[config.mk]
export PLATFORM = sky130hd
export DESIGN_NAME = match_record_fifo
export DESIGN_NICKNAME = d
export VERILOG_FILES = /design/src/rtl/match_record_fifo.sv
export SDC_FILE = /design/constraint.sdc
export NUM_CORES = 1
export LEC_CHECK = 0
export CORE_MARGIN = 2
export CORE_UTILIZATION = 64
export DETAILED_ROUTE_END_ITERATION = 8
export GPL_TIMING_DRIVEN = 0
export PLACE_DENSITY = 0.87
export SYNTH_ARGS = -nofsm -noshare
export SYNTH_HDL_FRONTEND = slang
export SYNTH_SLANG_ARGS = --single-unit
[constraint.sdc]
create_clock -name clk -period 20.8 [get_ports clk]
set_input_delay 3.12 -clock clk [delete_from_list [all_inputs] [get_ports clk]]
set_output_delay 3.12 -clock clk [all_outputs]
set_load 0.02 [all_outputs]
[src/rtl/match_record_fifo.sv]
// Turns each new matcher report into a (start,end) record held in a first-word-fall-through FIFO.
// Record visible on rd_* one clock after the event edge; events arriving while full are dropped and flagged.
// Optional length filter (drops records shorter than MIN_LEN) enabled with `define MATCH_LEN_FILTER_EN.
module match_record_fifo #(
  parameter int DEPTH   = 8,
  parameter int ADDR_W  = 3,
  parameter int POS_W   = 32,
  parameter int MIN_LEN = 1
) (
  input  logic              clk,
  input  logic              reset,
  input  logic              clr,
  input  logic              rdy,
  input  logic              match,
  input  logic [POS_W-1:0]  startPos,
  input  logic [POS_W-1:0]  endPos,
  input  logic              rd_en,
  output logic              rd_valid,
  output logic [POS_W-1:0]  rd_start,
  output logic [POS_W-1:0]  rd_end,
  output logic [ADDR_W:0]   count,
  output logic              full,
  output logic              empty,
  output logic              overflow,
  output logic [15:0]       total_events
);

  localparam logic [POS_W-1:0]  NONE     = '1;
  localparam logic [ADDR_W:0]   FULL_CNT = (ADDR_W+1)'(DEPTH);

  logic [POS_W-1:0]  r_mem_start [DEPTH];
  logic [POS_W-1:0]  r_mem_end   [DEPTH];
  logic [ADDR_W-1:0] r_wr_ptr;
  logic [ADDR_W-1:0] r_rd_ptr;
  logic [ADDR_W:0]   r_count;
  logic              r_overflow;
  logic [15:0]       r_total;
  logic              r_prev_match;
  logic [POS_W-1:0]  r_last_start;
  logic [POS_W-1:0]  r_last_end;
  logic [POS_W-1:0]  r_hold_start;
  logic [POS_W-1:0]  r_hold_end;

  logic w_new_pair;
  logic w_event;
  logic w_len_ok;
  logic w_record;
  logic w_pop;
  logic w_write;
  logic w_drop;

  // A held match only reports again once the position pair changes.
  assign w_new_pair = ~r_prev_match | (startPos != r_last_start) | (endPos != r_last_end);
  assign w_event    = rdy & match & w_new_pair & (startPos != NONE) & (endPos != NONE)
                    & (endPos >= startPos);

`ifdef MATCH_LEN_FILTER_EN
  logic [POS_W:0] w_len;
  assign w_len    = {1'b0, endPos} - {1'b0, startPos} + (POS_W+1)'(1);
  assign w_len_ok = (w_len >= (POS_W+1)'(MIN_LEN));
`else
  logic w_unused_min_len;
  assign w_unused_min_len = |MIN_LEN;
  assign w_len_ok         = 1'b1;
`endif

  assign w_record = w_event & w_len_ok;
  assign w_pop    = rd_en & ~empty;
  assign w_write  = w_record & (~full | w_pop);
  assign w_drop   = w_record & full & ~w_pop;

  always_ff @(posedge clk) begin
    if (!clr && w_write) begin
      r_mem_start[r_wr_ptr] <= startPos;
      r_mem_end[r_wr_ptr]   <= endPos;
    end
  end

  always_ff @(posedge clk or negedge reset) begin
    if (!reset) begin
      r_wr_ptr     <= '0;
      r_rd_ptr     <= '0;
      r_count      <= '0;
      r_overflow   <= 1'b0;
      r_total      <= '0;
      r_prev_match <= 1'b0;
      r_last_start <= '1;
      r_last_end   <= '1;
      r_hold_start <= '0;
      r_hold_end   <= '0;
    end else if (clr) begin
      r_wr_ptr     <= '0;
      r_rd_ptr     <= '0;
      r_count      <= '0;
      r_overflow   <= 1'b0;
      r_total      <= '0;
      r_prev_match <= 1'b0;
      r_last_start <= '1;
      r_last_end   <= '1;
      r_hold_start <= '0;
      r_hold_end   <= '0;
    end else begin
      r_prev_match <= rdy & match;
      if (w_event) begin
        r_last_start <= startPos;
        r_last_end   <= endPos;
      end
      if (w_record && r_total != 16'hFFFF) r_total <= r_total + 16'd1;
      if (w_drop) r_overflow <= 1'b1;
      if (w_write) r_wr_ptr <= r_wr_ptr + ADDR_W'(1);
      // The popped head is kept so rd_* still shows it once the FIFO drains.
      if (w_pop) begin
        r_rd_ptr     <= r_rd_ptr + ADDR_W'(1);
        r_hold_start <= r_mem_start[r_rd_ptr];
        r_hold_end   <= r_mem_end[r_rd_ptr];
      end
      unique case ({w_write, w_pop})
        2'b10:   r_count <= r_count + (ADDR_W+1)'(1);
        2'b01:   r_count <= r_count - (ADDR_W+1)'(1);
        default: r_count <= r_count;
      endcase
    end
  end

  assign count        = r_count;
  assign empty        = (r_count == '0);
  assign full         = (r_count == FULL_CNT);
  assign rd_valid     = ~empty;
  assign overflow     = r_overflow;
  assign total_events = r_total;
  assign rd_start     = empty ? r_hold_start : r_mem_start[r_rd_ptr];
  assign rd_end       = empty ? r_hold_end   : r_mem_end[r_rd_ptr];

endmodule

==> results_dict.tcl <==
set metrics [dict create \
    r2r_slack_ps 16560 \
    p_sw_w 0.00140 \
    yosys_most_used_dff "edfxtp_1" \
    ctsResizeCount 0 \
    cp.required_ps 21090 \
    clk_root_buffer_cell "clkbuf_16" \
    cts.sinks 668 \
    hpwl_mm 50.1 \
    dieArea_um2 45500 \
    dr_total_vias 17900 \
    hold_violations 0 \
    combPwrFrac 0.341 \
    start_util 0.650 \
    place.gp.congestion 0.943 \
    placed_area_um2 31000 \
    grt_pass1_vias 18500 \
    p_seq_frac 0.379 \
    slew_headroom 0.0413 \
    hold_ws_ps 491 \
    layout.nets 2124 \
    crit_path_end_kind "flop" \
    wl_mm 76.6 \
    final_cell_mix "512 x edfxtp_1, 155 x clkdlybuf4s50_1, 146 x nor2_1" \
    synth_fp_nets 1852 \
    clock_path_buffers 3 \
    intPower_w 0.00275 \
    ys_seq_area_frac 0.690 \
    grt_max_degree 115 \
    ys_types 68 \
    setup_tns_ps 0 \
    h-tree-depth 3 \
    final_area_um2 33100 \
    maxSlewViolCount 0 \
    vdd_ir_drop_max_v 0.000115 \
    finalWorstSetupSlack_ps 12810 \
    grt_overflow 0 \
    critPathKind "input port to flop" \
    clockPowerShare 0.279 \
    grt_usage 0.346 \
    layout-drive-gt1-share 0.180 \
    cts_tree "done" \
    path_max_fanout 12 \
    powerDensity_nw_per_um2 126 \
    skew_ps 19.5 \
    min_period_over_period 0.384 \
    antenna_found_initial 0 \
    dr.pass1.iters 7 \
    grt_pass1_wl_mm 114 \
    fmax_mhz 125 \
    detail_route.vias_per_cell 6.75 \
    rsz0062_at_grt "false" \
    routedWlPerCell_um 28.8 \
    outcome "finished clean" \
    drv_cap 0 \
    clk_pin_slew_ps 60 \
    area_growth_pct 17.9 \
    setup_viol 0 \
    drc 0 \
    netlist_area_um2 28000 \
    die_w_um 213 \
    tightest_slew_ps 1440 \
    synth-edff-count 512 \
    fp.dieH_um 213 \
    netlist_instances 1744 \
    final_common_cell "edfxtp_1" \
    pin_count 158 \
    clk-insertion-delay-late_ps 600 \
    antenna_left 0 \
    p_leak_nw 11.3 \
    p_sw_frac 0.338 \
    ys_warn_count 0 \
    rows 76 \
    cts_setup_buffers 0 \
    synth-async-reset-ratio 0.234 \
    cts_buffers 66 \
    ys_ff_latch 668 \
    arrival_ps 8290 \
    ctsHoldBuffers 0 \
    drtIter0Drc 2438 \
    avgSynthCellArea_um2 16.1 \
    hp-class "flop to flop" \
    dp_slack_ps 12400 \
    fin_crit_ps 7990 \
    worst_setup_path_start_kind "input port" \
    io_buffers 156 \
    coreArea_um2 43200 \
]
[cell families after synthesis]
group                      share of synthesized area
DFF                                            0.690
and+or+nand+nor                               0.0671
AOI/OAI and AO/OA                             0.0572
muxes                                          0.129
buffers and inverters                         0.0226
xor gates and xnor gates                      0.0166
adders and majority gates                     0.0172
[metrics by stage]
step,utilization,total power (W),instances
after floorplan,-,0.00236,1744
after global placement,0.703,0.00294,2485
after detailed placement,0.718,0.00299,2533
after CTS,0.766,0.00415,2653
after global routing,0.766,0.00430,2653
final,0.766,0.00416,2654
[registers in the layout, summed over array words and instances (netlist names)]
name          cells
r_mem_end       256
r_mem_start     256
r_hold_end       32
r_hold_start     32
r_last_end       32
r_last_start     32
total_events     16
count             4
r_rd_ptr          3
r_wr_ptr          3
overflow          1
r_prev_match      1
[critical path, stage by stage]
cell	delay, ps
clkdlybuf4s50_1	890
ha_1	580
nand4_1	210
nor4_4	430
a211oi_1	130
o211ai_1	190
a31oi_4	100
nor2_1	280
buf_2	300
nand4_1	360
nor3_2	890
buf_8	240
buf_6	180
buf_6	160
buf_6	170
[synthesized netlist by cell type, types with 9 or more instances]
library cell  number  area, um^2
a211oi_1          66         495
a21oi_1           86         430
buf_1             19        71.3
clkbuf_1          66         248
dfrtp_1           92        2300
dfstp_2           64        1680
edfxtp_1         512       15400
ha_1              37         463
inv_1             47         176
mux2i_1           67         671
mux4_2           128        2880
nand2_1          109         409
nand2b_1          12        75.1
nand3_1           32         160
nand4_1           40         250
nor2_1           148         556
nor2b_1            9        56.3
nor4_1            16         100
o211ai_1          41         308
xnor2_1           46         403
[per-layer routing]
metal  GRT usage  wire length (um)  share of wire  vias up
met2       0.563             37800           0.49     1300
li1            -                 -              -     7313
met3      0.0624              7470          0.098      212
met4       0.150              3130          0.041        0
met1       0.468             28200           0.37     9082
met5           0                 0              0        -
[power by group through the flow]
stage / sequential [W] / combinational, W / clock (W)
global route: 0.00158 / 0.00150 / 0.00122
CTS: 0.00158 / 0.00141 / 0.00117
floorplan: 0.00159 / 0.000768 / 0
detailed placement: 0.00160 / 0.00139 / 0
finish: 0.00158 / 0.00142 / 0.00116
global placement: 0.00159 / 0.00134 / 0
[final timing paths]
kind                                 from                end  depth (start not counted)
min in group asynchronous           reset   total_events[11]                          1
max                            endPos[26]  r_mem_start[1][0]                         15
max in group asynchronous           reset   r_hold_start[15]                          2
min reg2reg                r_last_end[29]     r_last_end[29]                          2
max reg2reg                 r_last_end[3]  r_mem_start[1][0]                         13
min                        r_last_end[29]     r_last_end[29]                          2
[layout make-up]
| type | count | area [um^2] |
|---|---|---|
| plain buffers | 101 | 453 |
| repair buffers | 204 | 2180 |
| diodes | 1 | 2.50 |
| inverters | 48 | 180 |
| clock inverters | 18 | 141 |
| fillers | 2337 | 10100 |
| flip-flops and latches | 668 | 19400 |
| clock buffers | 102 | 1930 |
| multi-input cells | 927 | 8100 |
| well taps | 585 | 732 |
(Power assumes the default switching activity.)
==> RTL edit 1, RTL diff (same flow settings) <==
Reset style: synchronous (`reset`), changed in one clocked block.
--- a/src/rtl/match_record_fifo.sv
+++ b/src/rtl/match_record_fifo.sv
@@ -78,3 +78,3 @@
 
-  always_ff @(posedge clk or negedge reset) begin
+  always_ff @(posedge clk) begin
     if (!reset) begin
Check against the original RTL: differs if reset is asserted again (counterexample within 4 cycles, from zero or initial values and one cycle with reset low); with reset held inactive, the same outputs for 4 cycles.
==> RTL edit 1 against the unedited design <==
Count of clock-buffer cells in the layout fell by 19; hold slack worse by 0.0080 ns; final area down 2.7%; sequential cell count up 3; synthesized area decreased by 3.2%; worst setup slack improved by 0.23 ns; wire length shrank 5.7%.
Power is not compared: it rests on default switching activity, and its combinational part moved more than twofold at a synthesized area within 25%.
==> RTL edit 1: results (changes against the unedited design) <==
metric,value,unit,change
numCtsBuffers,67,,+1.5%
instances_no_fill,2619,,-1.3%
clk_share,0.0685,,+0.00590
synth_xor_area_frac,0.0226,,+0.00602
synth_common_cells,"512 x edfxtp_1, 163 x nor2_1, 159 x dfxtp_1",,
gp_congestion,0.887,,-5.9%
hold_path_end,r_last_end[9],,
gr-usage-met3,0.0538,,-0.00861
wl_met1,25900,um,-8.1%
multiInputGateArea,8050,sq um,-0.60%
met1_usage,0.436,,-0.0317
run_status,finished clean,,
drt-initial-drc-count,2273,,-6.8%
cp-startpoint,endPos[23],,
dpl.cell_count,2495,,-1.5%
fin_crit_sh,0.373,,-0.0109
placed_area,30000,sq um,-3.3%
hold_slack,0.483,ns,-0.00796 ns
syn_inst,1755,,+0.63%
skew,0.0210,ns,+0.00149 ns
r2r_slack,17.06,ns,+0.50 ns
portBuffers,157,,+0.64%
stdcell_area,32200,sq um,-2.7%
grtUsageTotal,0.331,,-0.0151
synth.distinct_cells,64,,-5.9%
grt_antenna_before_repair,1,,+1
synth_fa_ha_area_frac,0.0178,,+0.000562
multi_input_comb_cells,941,,+1.5%
clkbuf_count,83,,-19%
grt_pass1_vias,17600,,-4.9%
synth_compound_area_frac,0.0543,,-0.00292
r2r_start,count[0],,
critPathMaxStageDelay,0.83,ns,-0.06 ns
timing.rr.end,r_hold_end[9],,
buffers,299,,-2.0%
fill_cells,2261,,-3.3%
avgSynthCellArea,15.5,sq um,-3.8%
fin_nets,2133,,+0.42%
num_antenna_cells,3,,+2
holdCritStartpoint,r_last_end[9],,
RTL edit 1: changes by cell type after synthesis, sizes merged, moves of 7 or more:
| cell | before | now |
|---|---|---|
| nand2b | 13 | 3 |
| nor2b | 9 | 2 |
| nor3 | 6 | 21 |
| xnor2 | 46 | 12 |
| nand3 | 32 | 39 |
| dfxtp | 0 | 159 |
| dfrtp | 92 | 0 |
| nand4 | 40 | 29 |
| xor2 | 7 | 58 |
| dfstp | 64 | 0 |
| nand2 | 110 | 118 |
| nor2 | 149 | 164 |
RTL edit 1: critical path: cells and delay by family:
| family | cells | cell delay, ns |
|---|---|---|
| fa+ha+maj | 1 | 0.54 |
| buf+inv | 5 | 1.76 |
| simple gates | 6 | 1.73 |
| compound gates | 2 | 0.87 |
RTL edit 1: logic make-up after synthesis:
group | Yosys count
xor+xnor | 70
buf+inv | 143
compound gates | 222
simple gates | 418
mux | 193
flops | 671
fa+ha+maj | 38
==> RTL edit 2, RTL diff (same flow settings) <==
Without the edit above. Set the parameter `ADDR_W` to 4 (it was 3).
--- a/src/rtl/match_record_fifo.sv
+++ b/src/rtl/match_record_fifo.sv
@@ -5,3 +5,3 @@
   parameter int DEPTH   = 8,
-  parameter int ADDR_W  = 3,
+  parameter int ADDR_W  = 4,
   parameter int POS_W   = 32,
Interface: changed (resized count); port bits go from 158 to 159. The function was not compared with the original's and may differ.
==> RTL edit 2 against the unedited design <==
Worst setup slack worse by 0.76 ns; clock power increased by 5%; wire length grew 0.19%; via count grew 0.57%; sequential cell count up 1; sequential share of layout area down 0.40 points; global-route usage is essentially flat; synthesized area is 0.34% higher; final area grew 0.82%; hold slack better by 0.0057 ns; total power up 6.4%; largest power group is now combinational logic.
==> RTL edit 2: results (changes against the unedited design) <==
metric,value,unit,change
dpl_worst_slack,11.61,ns,-0.785 ns
wl_per_cell,28.4,um,-1.4%
fin_nets,2168,,+2.1%
buffer_area_frac,0.0792,,-0.000313
synth_top_area_frac,0.546,,-0.00185
dp_hpwl,50800,um,+1.5%
dpl.cell_count,2575,,+1.7%
dr_wl_met3,7680,um,+2.9%
synth_nets,1872,,+1.1%
holdCritStartpoint,r_last_end[15],,
seq_cell_count,669,,+0.15%
pwr.group.clock,0.00122,W,+5%
skew,0.0144,ns,-0.00516 ns
multi_input_comb_cells,944,,+1.8%
fill_cells,2329,,-0.34%
grtUsageTotal,0.346,,about the same
hold_path_end,r_last_end[15],,
wl_met1,27800,um,-1.5%
grt_start_max_net_pins,98,,-15%
path_max_fanout,11,,-1
layout-drive-gt1-share,0.183,,+0.00248
vias,18000,,+0.57%
timing.rr.end,r_mem_start[0][21],,
cp-startpoint,startPos[26],,
synth_xor_area_frac,0.0159,,-0.000678
buffers,325,,+6.6%
avgSynthCellArea,16.0,sq um,-0.74%
power_frac_seq,0.346,,-0.033
crit_path_end,r_mem_start[0][21],,
grt_antenna_before_repair,1,,+1
grt_pass1_vias,18600,,+0.28%
placed_area,31200,sq um,+0.52%
max_slew_margin,0.131,,+0.0901
routed_wl,76700,um,+0.19%
synth_mux_area_frac,0.129,,about the same
portBuffers,158,,+1.3%
first_pass_iters,6,,-1
run_status,finished clean,,
syn_inst,1763,,+1.1%
synth_area_leaders,"edfxtp_1 55%, mux4_2 10%, dfrtp_1 8.3%",,
drt-initial-drc-count,2352,,-3.5%
-- RTL edit 2: cell types whose count changed after synthesis, sizes merged, moves of 14 or more --
| cell | change |
|---|---|
| nand2 | -34 |
| nand3 | -26 |
| xnor2 | -14 |
| o211ai | -39 |
| nor2 | +42 |
| a211o | +37 |
| nand3b | +30 |
| nor2b | +18 |
-- RTL edit 2: routing by layer --
layer	GRT usage	up-vias
met5	0	-
met4	0.169	0
met3	0.0647	229
met2	0.560	1257
met1	0.461	9123
li1	-	7400
-- RTL edit 2: critical path, cell delays in order --
cell	delay (ns)
clkdlybuf4s50_1	0.83
inv_1	0.25
ha_1	0.39
nand4_1	0.14
nor4_1	0.44
a31oi_1	0.52
nor2_1	0.81
o21ai_1	0.52
nor4b_2	0.99
buf_6	0.25
buf_6	0.16
buf_4	0.18
buf_4	0.21
buf_4	0.20
